### config.mk
export PLATFORM = sky130hd
export DESIGN_NAME = io_power_sequencer
export DESIGN_NICKNAME = d
export VERILOG_FILES = /design/src/rtl/pg_pkg.sv /design/src/rtl/pg_idle_timer.sv /design/src/rtl/pg_invariant_chk.sv /design/src/rtl/io_power_sequencer.sv
export SDC_FILE = /design/constraint.sdc
export NUM_CORES = 1
export LEC_CHECK = 0
export CORE_UTILIZATION = 43
export DETAILED_ROUTE_END_ITERATION = 12
export GPL_ROUTABILITY_DRIVEN = 0
export PLACE_DENSITY_LB_ADDON = 0.2
export SLEW_MARGIN = 25
export SYNTH_ARGS = -nofsm -noshare
export SYNTH_HDL_FRONTEND = slang
export SYNTH_SLANG_ARGS = --single-unit
### constraint.sdc
create_clock -name clk -period 4.6 [get_ports clk]
set_input_delay 0.69 -clock clk [delete_from_list [all_inputs] [get_ports clk]]
set_output_delay 0.69 -clock clk [all_outputs]
set_load 0.02 [all_outputs]
### src/rtl/pg_pkg.sv
// Shared types, default parameter values and the round-robin helper
// used by the IO power sequencer.
package pg_pkg;

    typedef enum logic [2:0] {
        ST_IDLE   = 3'd0,
        ST_SD_CLK = 3'd1,
        ST_SD_ISO = 3'd2,
        ST_SD_PWR = 3'd3,
        ST_WK_PWR = 3'd4,
        ST_WK_ISO = 3'd5
    } pg_state_e;

    localparam int DEF_N_DOM          = 4;
    localparam int DEF_IDLE_THRESHOLD = 5;
    localparam int DEF_CLK_SETTLE     = 2;
    localparam int DEF_ISO_SETTLE     = 2;
    localparam int DEF_PWR_RAMP       = 4;

    // Widest request vector the arbiter helper handles (N_DOM <= 8).
    localparam int RR_MAX = 8;

    typedef struct packed {
        logic       hit;
        logic [2:0] idx;
    } rr_pick_t;

    // First set bit of req at or after ptr, wrapping inside the lowest n bits.
    function automatic rr_pick_t rr_find_first(input logic [RR_MAX-1:0] req,
                                               input int ptr,
                                               input int n);
        rr_pick_t res;
        int       cand;
        res = '0;
        for (int k = 0; k < RR_MAX; k++) begin
            if (k < n) begin
                cand = (ptr + k) % n;
                if (!res.hit && req[3'(cand)]) begin
                    res.hit = 1'b1;
                    res.idx = 3'(cand);
                end else begin
                    res = res;
                end
            end else begin
                res = res;
            end
        end
        return res;
    endfunction

endpackage

### src/rtl/pg_idle_timer.sv
// Per-domain saturating idle counter; flags the domain as a shutdown
// candidate once it has been quiet for the threshold number of cycles.
module pg_idle_timer
    import pg_pkg::*;
#(
    parameter int IDLE_THRESHOLD = DEF_IDLE_THRESHOLD
) (
    input  logic clk,
    input  logic reset,
    input  logic i_en,
    input  logic i_activity,
    input  logic i_force_on,
    input  logic i_clear,
    output logic o_eligible
);

    logic [3:0] r_count;
    logic       w_sat;

    assign w_sat      = (r_count == 4'(IDLE_THRESHOLD));
    assign o_eligible = i_en & w_sat & ~i_force_on & ~i_activity;

    // Count consecutive quiet cycles while the domain is on; hold while off.
    always_ff @(posedge clk or posedge reset) begin
        if (reset) begin
            r_count <= 4'd0;
        end else if (i_clear) begin
            r_count <= 4'd0;
        end else if (!i_en) begin
            r_count <= r_count;
        end else if (i_activity) begin
            r_count <= 4'd0;
        end else if (!w_sat) begin
            r_count <= r_count + 4'd1;
        end else begin
            r_count <= r_count;
        end
    end

endmodule

### src/rtl/pg_invariant_chk.sv
// Safety invariants on the per-domain clock/isolation/power controls.
module pg_invariant_chk #(
    parameter int N_DOM = 4
) (
    input logic             clk,
    input logic             reset,
    input logic [N_DOM-1:0] clk_en,
    input logic [N_DOM-1:0] iso_en,
    input logic [N_DOM-1:0] pwr_en
);

    logic [N_DOM-1:0] w_mid;

    // A domain is mid-transition when it is neither fully on nor fully off.
    assign w_mid = ~(clk_en & ~iso_en & pwr_en) & ~(~clk_en & iso_en & ~pwr_en);

    for (genvar g = 0; g < N_DOM; g++) begin : g_dom
        a_clk_safe: assert property (@(posedge clk) disable iff (reset)
            clk_en[g] |-> (!iso_en[g] && pwr_en[g]));
        a_iso_safe: assert property (@(posedge clk) disable iff (reset)
            !iso_en[g] |-> pwr_en[g]);
    end

    a_one_mid: assert property (@(posedge clk) disable iff (reset) $onehot0(w_mid));

endmodule

### src/rtl/io_power_sequencer.sv
// Central power sequencer: arbitrates one transition at a time among the
// gated IO domains and steps clock gate, isolation and power switch with
// settle delays between them.
module io_power_sequencer
    import pg_pkg::*;
#(
    parameter int N_DOM          = DEF_N_DOM,
    parameter int IDLE_THRESHOLD = DEF_IDLE_THRESHOLD,
    parameter int CLK_SETTLE     = DEF_CLK_SETTLE,
    parameter int ISO_SETTLE     = DEF_ISO_SETTLE,
    parameter int PWR_RAMP       = DEF_PWR_RAMP,
    localparam int DW            = (N_DOM > 1) ? $clog2(N_DOM) : 1
) (
    input  logic             clk,
    input  logic             reset,
    input  logic [N_DOM-1:0] activity,
    input  logic [N_DOM-1:0] wake_req,
    input  logic [N_DOM-1:0] force_on,
    output logic [N_DOM-1:0] clk_en,
    output logic [N_DOM-1:0] iso_en,
    output logic [N_DOM-1:0] pwr_en,
    output logic [N_DOM-1:0] dom_ready,
    output logic             busy,
    output logic [DW-1:0]    cur_dom
);

    pg_state_e        r_state, w_state_nxt;
    logic [3:0]       r_wait, w_wait_nxt;
    logic [N_DOM-1:0] r_clk_en, w_clk_en_nxt;
    logic [N_DOM-1:0] r_iso_en, w_iso_en_nxt;
    logic [N_DOM-1:0] r_pwr_en, w_pwr_en_nxt;
    logic [N_DOM-1:0] r_rdy, w_rdy_nxt;
    logic [N_DOM-1:0] r_dom_on, w_dom_on_nxt;
    logic             r_busy, w_busy_nxt;
    logic [DW-1:0]    r_cur_dom, w_cur_nxt;
    logic [DW-1:0]    r_rr_ptr, w_rr_nxt;

    logic [N_DOM-1:0]  w_sd_elig, w_wk_elig, w_clear;
    logic [RR_MAX-1:0] w_sd_req, w_wk_req;
    rr_pick_t          w_sd_pick, w_wk_pick;
    logic [DW-1:0]     w_grant, w_rr_inc;
    logic              w_abort;

    for (genvar g = 0; g < N_DOM; g++) begin : g_timer
        pg_idle_timer #(.IDLE_THRESHOLD(IDLE_THRESHOLD)) u_timer (
            .clk        (clk),
            .reset      (reset),
            .i_en       (r_dom_on[g]),
            .i_activity (activity[g]),
            .i_force_on (force_on[g]),
            .i_clear    (w_clear[g]),
            .o_eligible (w_sd_elig[g])
        );
    end

    pg_invariant_chk #(.N_DOM(N_DOM)) u_chk (
        .clk    (clk),
        .reset  (reset),
        .clk_en (r_clk_en),
        .iso_en (r_iso_en),
        .pwr_en (r_pwr_en)
    );

    // Wake always wins over shutdown; round-robin order within each class.
    assign w_wk_elig = ~r_dom_on & (wake_req | force_on | activity);
    assign w_wk_req  = RR_MAX'(w_wk_elig);
    assign w_sd_req  = RR_MAX'(w_sd_elig);
    assign w_wk_pick = rr_find_first(w_wk_req, int'(r_rr_ptr), N_DOM);
    assign w_sd_pick = rr_find_first(w_sd_req, int'(r_rr_ptr), N_DOM);
    assign w_grant   = w_wk_pick.hit ? DW'(w_wk_pick.idx) : DW'(w_sd_pick.idx);
    assign w_rr_inc  = DW'((int'(w_grant) + 1) % N_DOM);
    assign w_abort   = activity[r_cur_dom] | wake_req[r_cur_dom] | force_on[r_cur_dom];

    assign clk_en    = r_clk_en;
    assign iso_en    = r_iso_en;
    assign pwr_en    = r_pwr_en;
    assign dom_ready = r_rdy;
    assign busy      = r_busy;
    assign cur_dom   = r_cur_dom;

    // Next-state and next-output logic of the transition sequencer.
    always_comb begin
        w_state_nxt  = r_state;
        w_wait_nxt   = r_wait;
        w_clk_en_nxt = r_clk_en;
        w_iso_en_nxt = r_iso_en;
        w_pwr_en_nxt = r_pwr_en;
        w_rdy_nxt    = r_rdy;
        w_dom_on_nxt = r_dom_on;
        w_busy_nxt   = r_busy;
        w_cur_nxt    = r_cur_dom;
        w_rr_nxt     = r_rr_ptr;
        w_clear      = '0;
        case (r_state)
            ST_IDLE: begin
                if (w_wk_pick.hit) begin
                    w_pwr_en_nxt[w_grant] = 1'b1;
                    w_state_nxt = ST_WK_PWR;
                    w_wait_nxt  = 4'(PWR_RAMP - 1);
                    w_busy_nxt  = 1'b1;
                    w_cur_nxt   = w_grant;
                    w_rr_nxt    = w_rr_inc;
                end else if (w_sd_pick.hit) begin
                    w_clk_en_nxt[w_grant] = 1'b0;
                    w_rdy_nxt[w_grant]    = 1'b0;
                    w_state_nxt = ST_SD_CLK;
                    w_wait_nxt  = 4'(CLK_SETTLE - 1);
                    w_busy_nxt  = 1'b1;
                    w_cur_nxt   = w_grant;
                    w_rr_nxt    = w_rr_inc;
                end else begin
                    w_state_nxt = ST_IDLE;
                end
            end
            ST_SD_CLK: begin
                if (w_abort) begin
                    // Only the clock was gated: simply turn it back on.
                    w_clk_en_nxt[r_cur_dom] = 1'b1;
                    w_rdy_nxt[r_cur_dom]    = 1'b1;
                    w_clear[r_cur_dom]      = 1'b1;
                    w_busy_nxt  = 1'b0;
                    w_state_nxt = ST_IDLE;
                end else if (r_wait == 4'd0) begin
                    w_iso_en_nxt[r_cur_dom] = 1'b1;
                    w_state_nxt = ST_SD_ISO;
                    w_wait_nxt  = 4'(ISO_SETTLE - 1);
                end else begin
                    w_wait_nxt = r_wait - 4'd1;
                end
            end
            ST_SD_ISO: begin
                if (w_abort) begin
                    // Rail is still up, so reuse the tail of the wake sequence.
                    w_iso_en_nxt[r_cur_dom] = 1'b0;
                    w_state_nxt = ST_WK_ISO;
                    w_wait_nxt  = 4'(ISO_SETTLE - 1);
                end else if (r_wait == 4'd0) begin
                    w_pwr_en_nxt[r_cur_dom] = 1'b0;
                    w_state_nxt = ST_SD_PWR;
                    w_wait_nxt  = 4'd0;
                end else begin
                    w_wait_nxt = r_wait - 4'd1;
                end
            end
            ST_SD_PWR: begin
                if (r_wait == 4'd0) begin
                    w_dom_on_nxt[r_cur_dom] = 1'b0;
                    w_busy_nxt  = 1'b0;
                    w_state_nxt = ST_IDLE;
                end else begin
                    w_wait_nxt = r_wait - 4'd1;
                end
            end
            ST_WK_PWR: begin
                if (r_wait == 4'd0) begin
                    w_iso_en_nxt[r_cur_dom] = 1'b0;
                    w_state_nxt = ST_WK_ISO;
                    w_wait_nxt  = 4'(ISO_SETTLE - 1);
                end else begin
                    w_wait_nxt = r_wait - 4'd1;
                end
            end
            ST_WK_ISO: begin
                if (r_wait == 4'd0) begin
                    w_clk_en_nxt[r_cur_dom] = 1'b1;
                    w_rdy_nxt[r_cur_dom]    = 1'b1;
                    w_dom_on_nxt[r_cur_dom] = 1'b1;
                    w_clear[r_cur_dom]      = 1'b1;
                    w_busy_nxt  = 1'b0;
                    w_state_nxt = ST_IDLE;
                end else begin
                    w_wait_nxt = r_wait - 4'd1;
                end
            end
            default: begin
                w_state_nxt = ST_IDLE;
                w_busy_nxt  = 1'b0;
            end
        endcase
    end

    // Sequencer state and registered domain controls; reset leaves every domain on.
    always_ff @(posedge clk or posedge reset) begin
        if (reset) begin
            r_state   <= ST_IDLE;
            r_wait    <= 4'd0;
            r_clk_en  <= '1;
            r_iso_en  <= '0;
            r_pwr_en  <= '1;
            r_rdy     <= '1;
            r_dom_on  <= '1;
            r_busy    <= 1'b0;
            r_cur_dom <= '0;
            r_rr_ptr  <= '0;
        end else begin
            r_state   <= w_state_nxt;
            r_wait    <= w_wait_nxt;
            r_clk_en  <= w_clk_en_nxt;
            r_iso_en  <= w_iso_en_nxt;
            r_pwr_en  <= w_pwr_en_nxt;
            r_rdy     <= w_rdy_nxt;
            r_dom_on  <= w_dom_on_nxt;
            r_busy    <= w_busy_nxt;
            r_cur_dom <= w_cur_nxt;
            r_rr_ptr  <= w_rr_nxt;
        end
    end

endmodule

==> flow_summary_export.csv <==
group,metric,value,unit
placed_design,port_buffers,32,
pwr,power_density,476,nW/µm²
placed_design,dpl_cell_area,3580,µm²
drt,via_count,2884,
worst_hold_path,min_from,"pwr_en[2]",
floorplanning,die_y,88.5,µm
drt,drcViolationCount,0,
finish,drive_gt1_share,11.5,%
critical_path,crit_type,"in -> reg",
grt,grt_overflow,0,
floorplanning,core,7250,µm²
clock_network,cts_tree,"done",
critical_path,cp_max_fo,9,
clock_network,post_cts_buffers,0,
synthesis,avgSynthCellArea,8.74,µm²
synthesis,seq_area_frac_synth,37.9,%
critical_path,crit_required,4840,ps
synthesis,syn-cell-area,3220,µm²
grt,top_usage_layer,"met2",
clock_network,clk_pin_slew_worst_paths,90,ps
synthesis,syn_inst,368,
floorplanning,rows,31,
run,maxCapViolations,0,
timing,timing.fmax,0.282,GHz
drt,first_pass_iters,8,
placed_design,hpwl,5630,µm
synthesis,yosys_most_used_dff,"dfrtp_1",
drt,routedWlPerCell,15.8,µm
timing,min_period_over_period,77.1,%
synthesis,async_flop_share,100,%
clock_network,cts_buffers,5,
synthesis,synth_edf_count,0,
clock_network,clk_root_buffer_cell,"clkbuf_8",
drt,drt_iter0_drc,262,
finish,layout_commonest_cell,"nor2_1",
floorplanning,initial_core_util,44.4,%
clock_network,cts.sinks,48,
drt,vias_per_cell,5.86,
critical_path,worstPathArrival,3780,ps
grt,grt_max_degree,49,
clock_network,cts_buffer_depth,2,
clock_network,insertion_delay,300,ps
timing,finalWorstSetupSlack,1050,ps
timing,finClkSkew,7.18,ps
floorplanning,dieArea,7830,µm²
grt,grt_pass1_wl,12900,µm
clock_network,htree_levels,2,
synthesis,yosys_warnings,0,
finish,diodes,0,
timing,rsz0062_at_grt,"no",
timing,post-route-min-period,3550,ps
timing,slew_headroom,42.8,%
timing,whs,494,ps
placed_design,pre_cts_ws,762,ps
timing,setup_tns,0,ps
drt,totalWireLength,7790,µm
timing,hold_violations,0,
timing,drv_slew,0,
timing,setup_viol,0,
finish,utilization,50.7,%
finish,fin_nets,420,
grt,grt_antenna_before_repair,0,
finish,synthToLayoutAreaGrowth,14.2,%
synthesis,yosysUniqueCellTypes,64,
pwr,vdd.ir_drop.worst,250,µV
floorplanning,die_w,88.5,µm
clock_network,post_cts_resized,0,
floorplanning,ios,33,
grt,track_usage,21.2,%
finish,finalInstanceArea,3680,µm²
worst_hold_path,hold_class,"reg -> reg",
timing,worst_slew_pin_slew,856,ps
critical_path,regToRegSetupSlack,1590,ps
clock_network,hold_buffers,0,
critical_path,start_kind,"input pin",
finish,fill_cells,723,
grt,grt_pass1_vias,2634,
grt,grt_use_met1,31.0,%
drt,postRouteAntennaNets,0,
synthesis,synth_nets,396,
finish,mostFrequentLayoutCells,"nor2_1, o21ai_0, dfrtp_1, clkdlybuf4s50_1",
grt,use_met3,2.99,%
pwr,leakagePower,1.55,nW
synthesis,ys_seq_elements,48,
critical_path,endpoint_kind,"flip-flop",
critical_path,worstSetupStartpoint,"activity[2]",
grt,met2_usage,33.1,%
outcome,outcome,"completed",
## layout make-up
type	count	area, µm²	area share, %
Clock buffer	7	86.3	2.35
Tap cell	99	124	3.37
Timing Repair Buffer	33	328	8.92
Clock inverter	1	8.76	0.238
Inverter	23	87.6	2.38
Multi-Input combinational cell	281	1820	49.5
Sequential cell	48	1220	33.2
## critical path, cell delays in order
cell             delay [ps]
clkdlybuf4s50_1         500
nor3_1                  450
nor2_1                  140
or4_1                   700
o32ai_1                 570
ha_1                    250
inv_1                    50
nor2_1                  110
nand3_1                 110
a21o_1                  220
## logic make-up (layout without fill, tap and decap cells)
| kind of cell | after synthesis | after routing | synth area share [%] |
|---|---|---|---|
| simple gates | 145 | 145 | 23.7 |
| compound gates | 113 | 113 | 24.1 |
| flops | 48 | 48 | 37.9 |
| buf+inv | 39 | 64 | 5.48 |
| fa+ha+maj | 14 | 14 | 5.44 |
| xor+xnor | 6 | 6 | 1.63 |
| mux | 3 | 3 | 1.75 |
## metrics by stage
stage / total power, W / cells
after global placement: 0.00146 / 484
after global routing: 0.00189 / 492
final: 0.00175 / 492
after CTS: 0.00176 / 492
after detailed placement: 0.00148 / 484
after floorplan: 0.00123 / 368
## layer usage
metal / share of wire (%) / vias to the layer above
met5: 0 / -
met4: 1.1 / 0
met3: 4.1 / 12
met2: 45 / 80
met1: 50 / 1396
li1: - / 1396
## report_power, final
group	leakage [nW]	switching (W)	internal, W
combinational	0.915	0.000437	0.000332
sequential	0.590	0.000160	0.000549
clock	0.0484	0.000149	0.000124
## cell usage after synthesis (3+ instances only)
library cell	instances	area, µm²
nand3_1	15	75.1
buf_6	4	45.0
o2111ai_1	3	26.3
or2_2	3	18.8
a311oi_1	3	26.3
o21a_1	4	30.0
or3b_2	3	26.3
ha_1	14	175
nand2_1	22	82.6
a211o_1	7	61.3
nor2_1	42	158
dfstp_2	16	420
nor2b_1	3	18.8
and2_1	3	18.8
inv_1	23	86.3
o31ai_1	3	22.5
a21oi_1	19	95.1
a21o_1	5	37.5
and3b_1	3	26.3
o2bb2ai_1	3	26.3
xnor2_1	5	43.8
clkbuf_1	11	41.3
dfrtp_1	32	801
a31oi_1	8	50.1
nor3b_1	3	22.5
nand2b_1	6	37.5
or3_1	3	18.8
nor3_1	20	100
o21ai_0	35	175
nand4_1	3	18.8
## worst paths after layout
path	end	depth (start not counted)
max in group asynchronous	g_timer[2].u_timer.r_count[0]	2
worst min register to register	pwr_en[2]	2
min in group asynchronous	asynchronous set/reset pin	2
worst max register to register	clk_en[1]	11
worst min-delay path	pwr_en[2]	2
worst max-delay path	clk_en[1]	10
(Power assumes the default switching activity.)
